**config.mk**
```make
export PLATFORM = sky130hd
export DESIGN_NAME = mul_unit
export DESIGN_NICKNAME = d
export VERILOG_FILES = /design/src/rtl/mul_unit.sv
export SDC_FILE = /design/constraint.sdc
export NUM_CORES = 1
export LEC_CHECK = 0
export CORE_AREA = 2 2 225 227
export CTS_CLUSTER_DIAMETER = 30
export DETAILED_ROUTE_END_ITERATION = 8
export DIE_AREA = 0 0 227 229
export PLACE_DENSITY_LB_ADDON = 0.05
export SLEW_MARGIN = 40
export SYNTH_ARGS = -nofsm -noshare
export SYNTH_HDL_FRONTEND = slang
export SYNTH_SLANG_ARGS = --single-unit
```
**constraint.sdc**
```tcl
create_clock -name clk -period 17.62 [get_ports clk]
set_input_delay 3.524 -clock clk [delete_from_list [all_inputs] [get_ports clk]]
set_output_delay 3.524 -clock clk [all_outputs]
set_load 0.03 [all_outputs]
```
**src/rtl/mul_unit.sv**
```systemverilog
// -----------------------------------------------------------------------------
// mul_unit
//
// Multi-cycle signed/unsigned-low integer multiplier for the execute stage.
// It accepts the decoded ALU control codes for mul (5'b01001, low word of
// the product) and mulh (5'b01010, high word of the signed x signed product).
// The datapath is iterative shift-add on operand magnitudes. It consumes
// BITS_PER_CYCLE multiplier bits per clock, so an operation takes
// N = WIDTH/BITS_PER_CYCLE cycles. The sign is applied once, at the end.
//
// Optional feature macro: MUL_ZERO_BYPASS_EN
//   When this macro is defined, an operation with a zero operand skips the
//   iteration and presents its (zero) result one cycle after accept.
//   When it is undefined, every operation takes the full N cycles.
//
// Parameters:
//   BITS_PER_CYCLE  multiplier bits consumed per iteration (1, 2, 4 or 8)
//   WIDTH           operand/result width (only 32 is supported)
//
// Ports:
//   clk         in   clock, rising edge
//   reset       in   asynchronous active-high reset
//   req         in   operation request from execute
//   alucontrol  in   [4:0] decoded ALU control code
//   srca        in   [31:0] multiplicand (rs1)
//   srcb        in   [31:0] multiplier (rs2)
//   ready       out  unit idle, a request can be accepted
//   flush       in   cancel any in-flight operation
//   res_valid   out  result available
//   res_ready   in   consumer takes the result
//   result      out  [31:0] product word, zero while res_valid is low
// -----------------------------------------------------------------------------
module mul_unit #(
  parameter int BITS_PER_CYCLE = 2,
  parameter int WIDTH          = 32
) (
  input  logic             clk,
  input  logic             reset,
  input  logic             req,
  input  logic [4:0]       alucontrol,
  input  logic [WIDTH-1:0] srca,
  input  logic [WIDTH-1:0] srcb,
  output logic             ready,
  input  logic             flush,
  output logic             res_valid,
  input  logic             res_ready,
  output logic [WIDTH-1:0] result
);

  localparam int PW = 2 * WIDTH;
  localparam logic [5:0] N_ITER = 6'(WIDTH / BITS_PER_CYCLE);
  localparam logic [4:0] CODE_MUL  = 5'b01001;
  localparam logic [4:0] CODE_MULH = 5'b01010;
  localparam logic [WIDTH-1:0] ONE_W = {{(WIDTH-1){1'b0}}, 1'b1};
  localparam logic [PW-1:0]    ONE_P = {{(PW-1){1'b0}}, 1'b1};

  typedef enum logic [1:0] {
    IDLE = 2'd0,
    CALC = 2'd1,
    DONE = 2'd2
  } state_t;

  // Two's-complement magnitude. The most negative value maps to itself,
  // and that is the correct unsigned magnitude.
  function automatic logic [WIDTH-1:0] magnitude(input logic [WIDTH-1:0] v);
    logic [WIDTH-1:0] m;
    if (v[WIDTH-1]) begin
      m = (~v) + ONE_W;
    end else begin
      m = v;
    end
    return m;
  endfunction

  // Sum of the multiplicand shifted by each set bit of one multiplier chunk.
  function automatic logic [PW-1:0] partial_product(input logic [PW-1:0] mcand_in,
                                                    input logic [BITS_PER_CYCLE-1:0] bits);
    logic [PW-1:0] pp;
    pp = {PW{1'b0}};
    for (int i = 0; i < BITS_PER_CYCLE; i++) begin
      if (bits[i]) begin
        pp = pp + (mcand_in << i);
      end else begin
        pp = pp;
      end
    end
    return pp;
  endfunction

  // Apply the product sign to the unsigned accumulator.
  function automatic logic [PW-1:0] apply_sign(input logic [PW-1:0] v, input logic neg_in);
    logic [PW-1:0] p;
    if (neg_in) begin
      p = (~v) + ONE_P;
    end else begin
      p = v;
    end
    return p;
  endfunction

  state_t             state, state_n;
  logic               op, op_n;
  logic               neg, neg_n;
  logic [5:0]         count, count_n;
  logic [PW-1:0]      mcand, mcand_n;     // |srca|, shifted left each iteration
  logic [WIDTH-1:0]   mplier, mplier_n;   // |srcb|, shifted right each iteration
  logic [PW-1:0]      acc, acc_n;
  logic               ready_n;
  logic               res_valid_n;
  logic [WIDTH-1:0]   result_n;
  logic [PW-1:0]      signed_prod;
  logic               is_mul_code;
  logic               accept;
  logic               zero_op;

  assign is_mul_code = (alucontrol == CODE_MUL) || (alucontrol == CODE_MULH);
  // flush wins over a simultaneous request in IDLE.
  assign accept      = (state == IDLE) && req && !flush && is_mul_code;

`ifdef MUL_ZERO_BYPASS_EN
  assign zero_op = (srca == {WIDTH{1'b0}}) || (srcb == {WIDTH{1'b0}});
`else
  assign zero_op = 1'b0;
`endif

  // Next-state, datapath and registered-output computation.
  always_comb begin
    state_n     = state;
    op_n        = op;
    neg_n       = neg;
    count_n     = count;
    mcand_n     = mcand;
    mplier_n    = mplier;
    acc_n       = acc;
    ready_n     = ready;
    res_valid_n = res_valid;
    result_n    = result;
    signed_prod = {PW{1'b0}};

    case (state)
      IDLE: begin
        if (accept) begin
          op_n        = (alucontrol == CODE_MULH);
          mcand_n     = {{WIDTH{1'b0}}, magnitude(srca)};
          mplier_n    = magnitude(srcb);
          count_n     = N_ITER;
          acc_n       = {PW{1'b0}};
          ready_n     = 1'b0;
          if (zero_op) begin
            // The product is zero, so the sign cannot matter.
            neg_n       = 1'b0;
            state_n     = DONE;
            res_valid_n = 1'b1;
            result_n    = {WIDTH{1'b0}};
          end else begin
            neg_n       = srca[WIDTH-1] ^ srcb[WIDTH-1];
            state_n     = CALC;
            res_valid_n = 1'b0;
            result_n    = {WIDTH{1'b0}};
          end
        end else begin
          ready_n     = 1'b1;
          res_valid_n = 1'b0;
          result_n    = {WIDTH{1'b0}};
        end
      end

      CALC: begin
        if (flush) begin
          state_n     = IDLE;
          ready_n     = 1'b1;
          res_valid_n = 1'b0;
          result_n    = {WIDTH{1'b0}};
        end else begin
          acc_n    = acc + partial_product(mcand, mplier[BITS_PER_CYCLE-1:0]);
          mcand_n  = mcand << BITS_PER_CYCLE;
          mplier_n = mplier >> BITS_PER_CYCLE;
          count_n  = count - 6'd1;
          if (count == 6'd1) begin
            // The last chunk is folded in on this edge, so sign the updated sum.
            signed_prod = apply_sign(acc_n, neg);
            state_n     = DONE;
            res_valid_n = 1'b1;
            if (op) begin
              result_n = signed_prod[PW-1:WIDTH];
            end else begin
              result_n = signed_prod[WIDTH-1:0];
            end
          end else begin
            state_n     = CALC;
            res_valid_n = 1'b0;
            result_n    = {WIDTH{1'b0}};
          end
        end
      end

      DONE: begin
        if (flush || res_ready) begin
          state_n     = IDLE;
          ready_n     = 1'b1;
          res_valid_n = 1'b0;
          result_n    = {WIDTH{1'b0}};
        end else begin
          state_n     = DONE;
          ready_n     = 1'b0;
          res_valid_n = 1'b1;
        end
      end

      default: begin
        state_n     = IDLE;
        ready_n     = 1'b1;
        res_valid_n = 1'b0;
        result_n    = {WIDTH{1'b0}};
      end
    endcase
  end

  // State, datapath and output registers.
  always_ff @(posedge clk or posedge reset) begin
    if (reset) begin
      state     <= IDLE;
      op        <= 1'b0;
      neg       <= 1'b0;
      count     <= 6'd0;
      mcand     <= {PW{1'b0}};
      mplier    <= {WIDTH{1'b0}};
      acc       <= {PW{1'b0}};
      ready     <= 1'b1;
      res_valid <= 1'b0;
      result    <= {WIDTH{1'b0}};
    end else begin
      state     <= state_n;
      op        <= op_n;
      neg       <= neg_n;
      count     <= count_n;
      mcand     <= mcand_n;
      mplier    <= mplier_n;
      acc       <= acc_n;
      ready     <= ready_n;
      res_valid <= res_valid_n;
      result    <= result_n;
    end
  end

endmodule

```
Word level (Yosys, flattened, before mapping). Index checks and enable logic that the tools add are counted.

Bits in registers: 204. Input bits: 74. Output and inout bits: 34. Word-level logic and storage cells: 78.

Add/sub/neg operators: 6. Equal/unequal tests: 9. Mux-type cells: 39. Bitwise gates (word level): 4. Reduce and logical (&&, ||, !) cells: 10.

Operators by type and width (count): $mux W64 (11); $mux W32 (8); $pmux W64 S2 (2); $add A64 B64 Y64 (2); $pmux W32 S2 (2); $add A32 B1 Y32 const B (2); $add A64 B1 Y64 const B (1); $not A32 Y32 (2); $not A64 Y64 (1); $mux W6 (2); $pmux W6 S2 (1); $eq A5 B4 Y1 const B (2); $mux W2 (4); $ne A2 B2 Y1 const B (4); $eq A6 B1 Y1 const B (1); $mux W1 (6); $pmux W2 S3 (1); $sub A6 B1 Y6 const B (1); $logic_and A1 B1 Y1 (3); $pmux W1 S3 (1); $reduce_and A3 Y1 (1); $eq A2 B1 Y1 const B (1); $eq A2 B2 Y1 const B (1); $logic_not A2 Y1 (1); 6 further kinds (7).

Longest topological paths before layout. Gate-level depths: netlist of the first run.

Depth after elaboration: 15. Gate-level depth with buffers: 40. Gate-level depth less buffers: 30.

Least setup slack after synthesis of the first run. OpenSTA, ideal clock, no wires.

Path type: register to register. Start: reg mplier[0]. End: reg result[30]. Library setup time: 0.069 ns. Arrival time: 9.078 ns. Required time: 17.551 ns. Slack: 8.473 ns. Stages on the path, launching flop included: 38. Path buffers: 11. Period minus slack after synthesis: 9.147 ns. Cell sequence: dfrtp_1 > clkbuf_1 > clkbuf_1 > buf_1 > clkbuf_1 > clkbuf_1 > clkbuf_1 > clkbuf_1 > clkbuf_1 > clkbuf_1 > nand2_1 > fa_1 > nor2b_1 > a21oi_1 > o221ai_1 > nand3_1 > a221oi_1 > nor2b_1 > (+2 left out) > nor2b_1 > o21ai_0 > xor2_1 > mux2_2 > ha_1 > clkbuf_1 > nand4_1 > or3_1 > nor3_1 > o41ai_1 > o21ai_0 > nand4_1 > or4b_4 > or2_0 > buf_2 > or4b_1 > a211o_1 > nand3_1.

Longest elaborated chain between the ends: 15.

RTL lines: start, declared (RTL line 106) `logic [WIDTH-1:0] mplier, mplier_n;`; start signal, assigned (RTL line 227) `mplier <= {WIDTH{1'b0}};`; start signal, assigned (RTL line 238) `mplier <= mplier_n;`; $mux W64 * (RTL line 81) `if (bits[i]) begin`; $mux W64 * (RTL line 169) `if (flush) begin`; $mux W64 * (RTL line 140) `case (state)`; $add A64 B64 Y64 (RTL line 82) `pp = pp + (mcand_in << i);`; $mux W64 * (RTL line 81); $mux W64 * (RTL line 169); $mux W64 * (RTL line 140); $add A64 B64 Y64 * (RTL line 175) `acc_n = acc + partial_product(mcand, mplier[BITS_PER_CYCLE-1:0]);`; $not A64 Y64 (RTL line 94) `p = (~v) + ONE_P;`; $add A64 B1 Y64 (RTL line 94); $mux W64 * (RTL line 93) `if (neg_in) begin`; $mux W32 * (RTL line 184) `if (op) begin`; $mux W32 * (RTL line 179) `if (count == 6'd1) begin`; $mux W32 * (RTL line 169); $pmux W32 S2 * (RTL line 140); end signal, assigned (RTL line 231) `result <= {WIDTH{1'b0}};`; end signal, assigned (RTL line 242) `result <= result_n;`; end, declared (RTL line 47) `output logic [WIDTH-1:0] result`.

Mark *: on every way between the ends. The rest lies on a longest branch, timed or not. The select of a mux whose other input is x is not followed. A chain may end at the register's enable or synchronous reset.

Worst setup path in the final report of the first run. Ends and elaborated chain as after synthesis.

==> results of run 1 <==
-- cells in the mapped netlist (9+ instances only) --
master,number
sky130_fd_sc_hd__dfrtp_1,203
sky130_fd_sc_hd__nand4_1,45
sky130_fd_sc_hd__nand3b_1,11
sky130_fd_sc_hd__a22o_1,13
sky130_fd_sc_hd__o211ai_1,27
sky130_fd_sc_hd__nand3_1,164
sky130_fd_sc_hd__a22oi_1,18
sky130_fd_sc_hd__o31ai_1,36
sky130_fd_sc_hd__o21a_1,25
sky130_fd_sc_hd__a21o_1,64
sky130_fd_sc_hd__inv_1,69
sky130_fd_sc_hd__mux2i_1,14
sky130_fd_sc_hd__a31oi_1,29
sky130_fd_sc_hd__o21ai_0,317
sky130_fd_sc_hd__and2_1,62
sky130_fd_sc_hd__nand2_1,406
sky130_fd_sc_hd__buf_1,21
sky130_fd_sc_hd__nor4_1,20
sky130_fd_sc_hd__o211a_1,9
sky130_fd_sc_hd__mux2_2,31
sky130_fd_sc_hd__or2_2,15
sky130_fd_sc_hd__nand2b_1,30
sky130_fd_sc_hd__nor2_1,200
sky130_fd_sc_hd__a2111oi_0,9
sky130_fd_sc_hd__nor2b_1,29
sky130_fd_sc_hd__or4_1,17
sky130_fd_sc_hd__a211oi_1,21
sky130_fd_sc_hd__o21bai_1,10
sky130_fd_sc_hd__ha_1,115
sky130_fd_sc_hd__xor2_1,132
sky130_fd_sc_hd__or3_1,33
sky130_fd_sc_hd__nor3_1,67
sky130_fd_sc_hd__o41ai_1,16
sky130_fd_sc_hd__and3_1,31
sky130_fd_sc_hd__a21oi_1,232
sky130_fd_sc_hd__xnor2_1,77
sky130_fd_sc_hd__clkbuf_1,165
-- cell usage in the layout, fill, tap and decap left out, types with 17 or more instances in the layout --
cell                              netlist  final
sky130_fd_sc_hd__nand2_1              406    405
sky130_fd_sc_hd__o21ai_0              317    317
sky130_fd_sc_hd__a21oi_1              232    231
sky130_fd_sc_hd__dfrtp_1              203    201
sky130_fd_sc_hd__nor2_1               200    197
sky130_fd_sc_hd__nand3_1              164    164
sky130_fd_sc_hd__xor2_1               132    132
sky130_fd_sc_hd__ha_1                 115    114
sky130_fd_sc_hd__clkdlybuf4s50_1        0    105
sky130_fd_sc_hd__xnor2_1               77     76
sky130_fd_sc_hd__inv_1                 69     67
sky130_fd_sc_hd__clkbuf_16              0     67
sky130_fd_sc_hd__nor3_1                67     65
sky130_fd_sc_hd__a21o_1                64     64
sky130_fd_sc_hd__and2_1                62     62
sky130_fd_sc_hd__nand4_1               45     45
sky130_fd_sc_hd__o31ai_1               36     36
sky130_fd_sc_hd__or3_1                 33     32
sky130_fd_sc_hd__and3_1                31     31
sky130_fd_sc_hd__mux2_2                31     31
sky130_fd_sc_hd__nand2b_1              30     29
sky130_fd_sc_hd__nor2b_1               29     29
sky130_fd_sc_hd__a31oi_1               29     29
sky130_fd_sc_hd__o211ai_1              27     27
sky130_fd_sc_hd__o21a_1                25     25
sky130_fd_sc_hd__buf_4                  0     22
sky130_fd_sc_hd__a211oi_1              21     21
sky130_fd_sc_hd__nor4_1                20     18
sky130_fd_sc_hd__a22oi_1               18     18
sky130_fd_sc_hd__or4_1                 17     17
sky130_fd_sc_hd__clkbuf_8               0     17
-- state kept, by name, summed over array words and instances, names as in the netlist --
signal,flops
neg,1
mcand,64
state,2
result,32
acc,64
ready,1
count,6
op,1
mplier,32
res_valid,1
-- power groups by stage --
stage	registers, mW	logic [mW]	clock network, mW
global placement	0.743	1.51	0
detailed placement	0.750	1.52	0
floorplan	0.622	1.15	0
CTS	0.744	1.53	1.22
global route	0.771	1.70	1.25
finish	0.749	1.55	1.20
-- worst paths after layout --
path / from / endpoint / slack [ns]
hold / removal: result[2] / result[2] / 0.47
max in group asynchronous: reset / result[22] / 13.00
hold reg to reg: result[2] / result[2] / 0.47
min in group asynchronous: reset / mcand[39] / 3.44
setup reg to reg: mplier[0] / result[30] / 8.47
setup / recovery: mplier[0] / result[30] / 8.47
-- cell type report --
cell class | instances | area [µm²] | area share (%)
clock buffer | 93 | 1940 | 7.66
clock inverter | 27 | 355 | 1.40
inverter | 70 | 275 | 1.08
multi-input combinational | 2490 | 15600 | 61.3
sequential | 204 | 5110 | 20.1
tap | 672 | 841 | 3.31
timing repair buffer | 135 | 1290 | 5.07
-- stage by stage --
step	cell area (µm²)	hold slack (ns)	utilization [%]	power [mW]	setup slack, ns
floorplan	21600	0.439	-	1.78	8.47
global placement	23000	0.454	46.4	2.25	8.69
detailed placement	23000	0.466	46.4	2.27	8.72
CTS	25300	0.475	51.0	3.49	8.70
global route	25400	0.497	51.1	3.72	7.89
finish	25400	0.473	51.1	3.50	8.47
-- cell families (layout without fill, tap and decap cells) --
kind of cell,after synthesis,in the layout
compound gates,932,932
flops,204,204
mux,46,46
buf+inv,264,325
simple gates,1182,1182
fa+ha+maj,121,121
xor+xnor,209,209
-- per-layer routing --
| metal | track usage, % | vias to the layer above | wire, µm |
|---|---|---|---|
| met5 | 0 | - | 0 |
| met4 | 9.62 | 0 | 2060 |
| met3 | 4.81 | 109 | 4820 |
| met2 | 48.7 | 708 | 36500 |
| met1 | 42.1 | 10700 | 36200 |
| li1 | - | 10800 | - |
==> run metrics, run 1 <==
DRC=0; relative contribution of the clock network to total power=34.3%; combinational cell fraction of total power=between 40 and 50%; post-synth top area cell=sky130_fd_sc_hd__dfrtp_1; ant diodes=0; cells taking the most area after synthesis=sky130_fd_sc_hd__dfrtp_1 24%, sky130_fd_sc_hd__o21ai_0 7.3%, sky130_fd_sc_hd__nand2_1 7.1%; Max Clk Rate=between 0.1 and 0.15 GHz; average instance area after synthesis=between 7 and 8 µm²; Clock Sink Count=~200; number of max-slew violations in the final report=0; flip-flop and latch count after synthesis=roughly 200; endpoints failing setup=0; FP Rows=82; number of buffer cells added on primary ports=~110; setup TNS=0 ns; synthesized cell area=between 20000 and 25000 µm²; via density per instance=a little over 6; RSZ-0062 raised after global routing=false; crit-path max FO=between 50 and 60; Die Outline Area=approximately 52000 µm²; proportion of total power due to net switching=between 40% and 50%; post-synth cell types=just under 100; fin crit period=around 9.2 ns; logic depth of the worst setup path including buffers=27; total count of hold-check failures in the final report=0; post-route insts no fill=~3700; xor/xnor share of the synthesized area=around 8.5%; syn nets=approximately 3100; DIE WIDTH=approximately 230 µm; worst-case clock skew=around 0.026 ns; total congestion overflow=0; share of layout cells above drive strength 1=under 10%; Synth Instances=around 3000; reported net switching power=1.58 mW; number of clock buffers inserted by TritonCTS=67; Most used DFF post-synth=sky130_fd_sc_hd__dfrtp_1; Syn. warnings=0; CTS tree=done; Max rail drop VDD=approximately 0.083 mV; worst path buffer plus inverter count=2; area share of and/or/nand/nor cells after synthesis=~27%; pwr/cell area=between 100 and 150 nW/µm²; internal power consumption=a little under 2 mW; area delta synth->final=17.6%; clock insertion delay at the later pin of the skew report=0.61 ns; Final nets=between 3000 and 4000; slowest cell on the critical path=sky130_fd_sc_hd__dfrtp_4; kind of critical path=reg2reg; HPWL after DPL=60000 µm; starting density of the core=a little over two fifths; largest net degree at the start of global routing=99; startpoint type of the worst setup path=flip-flop; cell count of the worst reg-to-reg path=27; number of cells after detailed placement=about 3600; worst stage delay on the critical path=about 0.77 ns; total routed wirelength=79600 µm; adder-cell area share of the yosys netlist=between 7 and 8%; run status=complete, no violations; critical path capture point type=flip-flop; fraction of the cycle the final worst path needs=about half; fill cell instance count of the final layout=4915; mux cell area share after synthesis=between 2 and 2.5%; fraction of the mapped netlist area in compound gates=26.9%; relative slew slack=41.8%; CP required=around 18 ns; transition time of the tightest slew-check pin=between 0.8 and 0.9 ns; hold buffer count at CTS=0; average detailed-routed wire length per instance=about 22 µm; number of iterations in the first detailed-routing pass=6; I/O pin count=between 100 and 150; main combinational cell family by area after synthesis=simple AND/OR/NAND/NOR gates; core region area=49700 µm²; Tot GR Track Use=30.5%; number of design-rule violations left by the first detailed-router iteration=approximately 2100; number of levels the H-tree was split into=3; clock-pin slew on the worst setup and hold paths=0.04 ns; post-cts repair resize count=0; antenna violation net count after detailed routing=0; final RePlAce weighted congestion=0.965; Max-Cap Viols=0; share of flip-flops with an asynchronous set or reset after synthesis=100%; setup bufs post-CTS=0; Die Ht=229 µm; leakage power of the design=between 10 and 15 nW; wire length of the first global-routing pass=124000 µm; cell repeated most along the worst path=sky130_fd_sc_hd__o21ai_0; fraction of power consumed by sequential logic=21.4%; maximum buffer depth of the clock tree=3; cell type group with the largest total delay on the critical path=compound AO/OA/AOI/OAI gates; area fraction of the dominant cell type after synthesis=a little under a quarter; arrival time at the worst endpoint=9.67 ns; vias=22300; number of antenna violations at the first check in global routing=0; sequential-to-total area share from yosys stat=a little under a quarter; number of enable-type register cells in the synthesized netlist=0; type of the worst min-delay path=reg2reg; WHS Path Cells=1; vias in the first global route=around 21000; Clock Root Buffer=sky130_fd_sc_hd__clkbuf_16
(Power assumes the default switching activity.)
==> run 2, diff against run 1 <==
==> constraint.sdc (replaced) <==
create_clock -name clk -period 9.47 [get_ports clk]
set_input_delay 1.894 -clock clk [delete_from_list [all_inputs] [get_ports clk]]
set_output_delay 1.894 -clock clk [all_outputs]
set_load 0.03 [all_outputs]
==> run 2 against run 1 <==
Effect of this change: total power increased by 89%; worst setup slack got worse by 7.6 ns; cell count rose by 0.41%; global-route usage is essentially flat.
==> run metrics, run 2 (synthesis gave the netlist of run 1 again) <==
origin of the critical flop-to-flop path=mplier[0]; transition time of the tightest slew-check pin=~0.9 ns; final RePlAce weighted congestion=about 1.0; vias in the first global route=between 20000 and 25000; Max-Cap Viols=0; Final nets=around 3200; number of cells after detailed placement=roughly 3600; core region area=a little under 50000 µm²; clock-pin slew on the worst setup and hold paths=~0.040 ns; met2 global-route usage=49.5%; worst reg2reg setup slack=0.83 ns; I/O pin count=108; type of the worst min-delay path=reg2reg; CP required=9.92 ns; crit-path max FO=8; maximum buffer depth of the clock tree=3; Die Ht=229 µm; arrival time at the worst endpoint=around 9 ns; power after layout=6.63 mW; peak-usage layer in the global routing report=met2; ant diodes=0; biggest registers after layout=acc: 64 flops, mcand: 64 flops; global routing met3 resource utilization=4.81%; number of iterations in the first detailed-routing pass=5; share of layout cells above drive strength 1=8.17%; WHS Path Cells=2; most frequent cells in the layout=406 x sky130_fd_sc_hd__nand2_1, 317 x sky130_fd_sc_hd__o21ai_0, 231 x sky130_fd_sc_hd__a21oi_1; worst stage delay on the critical path=~0.75 ns; antenna violation net count after detailed routing=0; core occupancy in the finished layout=51.4%; total count of hold-check failures in the final report=0; CTS tree=done; critical path capture point type=flip-flop; total congestion overflow=0; FP Rows=82; setup bufs post-CTS=0; Clock Root Buffer=sky130_fd_sc_hd__clkbuf_16; relative slew slack=about two fifths; met1 Usage GRT=41.3%; area delta synth->final=18.3%; terminating pin of the worst hold path=mcand[63]; number of design-rule violations left by the first detailed-router iteration=around 1900; Max Clk Rate=around 0.12 GHz; DRC=0; post-cts repair resize count=0; Tot GR Track Use=between 30% and 40%; wire length of the first global-routing pass=roughly 120000 µm; number of levels the H-tree was split into=3; Max rail drop VDD=roughly 0.15 mV; number of clock buffers inserted by TritonCTS=slightly below 70; slowest cell on the critical path=sky130_fd_sc_hd__nor3_1; number of max-slew violations in the final report=0; cell count of the worst reg-to-reg path=28; fin crit period=between 8 and 9 ns; Worst Min Path Start=mcand[63]; setup TNS=0 ns; total routed wirelength=79800 µm; starting density of the core=~43%; kind of critical path=reg2reg; endpoints failing setup=0; via density per instance=between 6 and 7; number of buffer cells added on primary ports=~110; average detailed-routed wire length per instance=approximately 22 µm; clock insertion delay at the later pin of the skew report=~0.60 ns; Clock Sink Count=~200; fraction of the cycle the final worst path needs=around 91%; pwr/cell area=roughly 260 nW/µm²; hold buffer count at CTS=0; worst-case clock skew=around 0.022 ns; most frequent standard cell in the layout excluding fill and tap cells=sky130_fd_sc_hd__nand2_1; vias=between 20000 and 25000; RSZ-0062 raised after global routing=false; startpoint type of the worst setup path=flip-flop; largest net degree at the start of global routing=approximately 120; HPWL after DPL=between 60000 and 70000 µm; run status=complete, no violations; leakage power of the design=about 11 nW; Reg2Reg Capture Point=result[24]; number of antenna violations at the first check in global routing=0; Die Outline Area=between 50000 and 60000 µm²; DIE WIDTH=about 230 µm; post-route insts no fill=3706
==> run 2: layout make-up <==
class / count / area, µm²
clock inverters: 37 / 514
clock buffers: 87 / 1870
fillers: 4912 / 24100
flip-flops and latches: 204 / 5110
repair buffers: 146 / 1380
multi-input cells: 2490 / 15500
inverters: 70 / 270
well taps: 672 / 841
==> run 2: worst max-delay path, delay by kind of cell, from the launching register on <==
kind / cells / cell delay [ns]
flops: 1 / 0.50
fa+ha+maj: 4 / 1.43
mux: 1 / 0.26
xor+xnor: 2 / 0.65
buf+inv: 1 / 0.06
compound gates: 11 / 2.68
simple gates: 9 / 2.88
==> run 2: where the power goes <==
group	switching (mW)	internal [mW]	leakage, nW
Combinational	1.92	0.993	7.39
Sequential	0.333	1.05	2.76
Clock	0.690	1.64	1.16
Total	2.94	3.68	11.3
==> run 2: worst max path at each step <==
stage               from  cells after the start          to  slack (ns)
4_1_cts        mplier[0]                     30  result[15]        0.89
5_1_grt        mplier[0]                     30  result[15]        0.27
3_5_place_dp   mplier[0]                     30  result[15]        0.91
2_1_floorplan  mplier[0]                     37  result[30]        0.32
3_3_place_gp   mplier[0]                     30  result[15]        1.07
6_report       mplier[0]                     28  result[24]        0.83
==> run 2: through the flow <==
stage	worst slack [ns]	instance area (µm²)	hold slack (ns)
5_1_grt	0.272	25500	0.506
3_3_place_gp	1.07	23100	0.462
6_report	0.834	25500	0.470
4_1_cts	0.890	25500	0.471
3_5_place_dp	0.912	23100	0.463
2_1_floorplan	0.323	21600	0.439
==> run 2: routing by layer <==
| metal | wire [µm] | vias up |
|---|---|---|
| met5 | 0 | - |
| met4 | 2640 | 0 |
| met3 | 4180 | 154 |
| met2 | 36800 | 675 |
| met1 | 36200 | 10900 |
| li1 | - | 10800 |
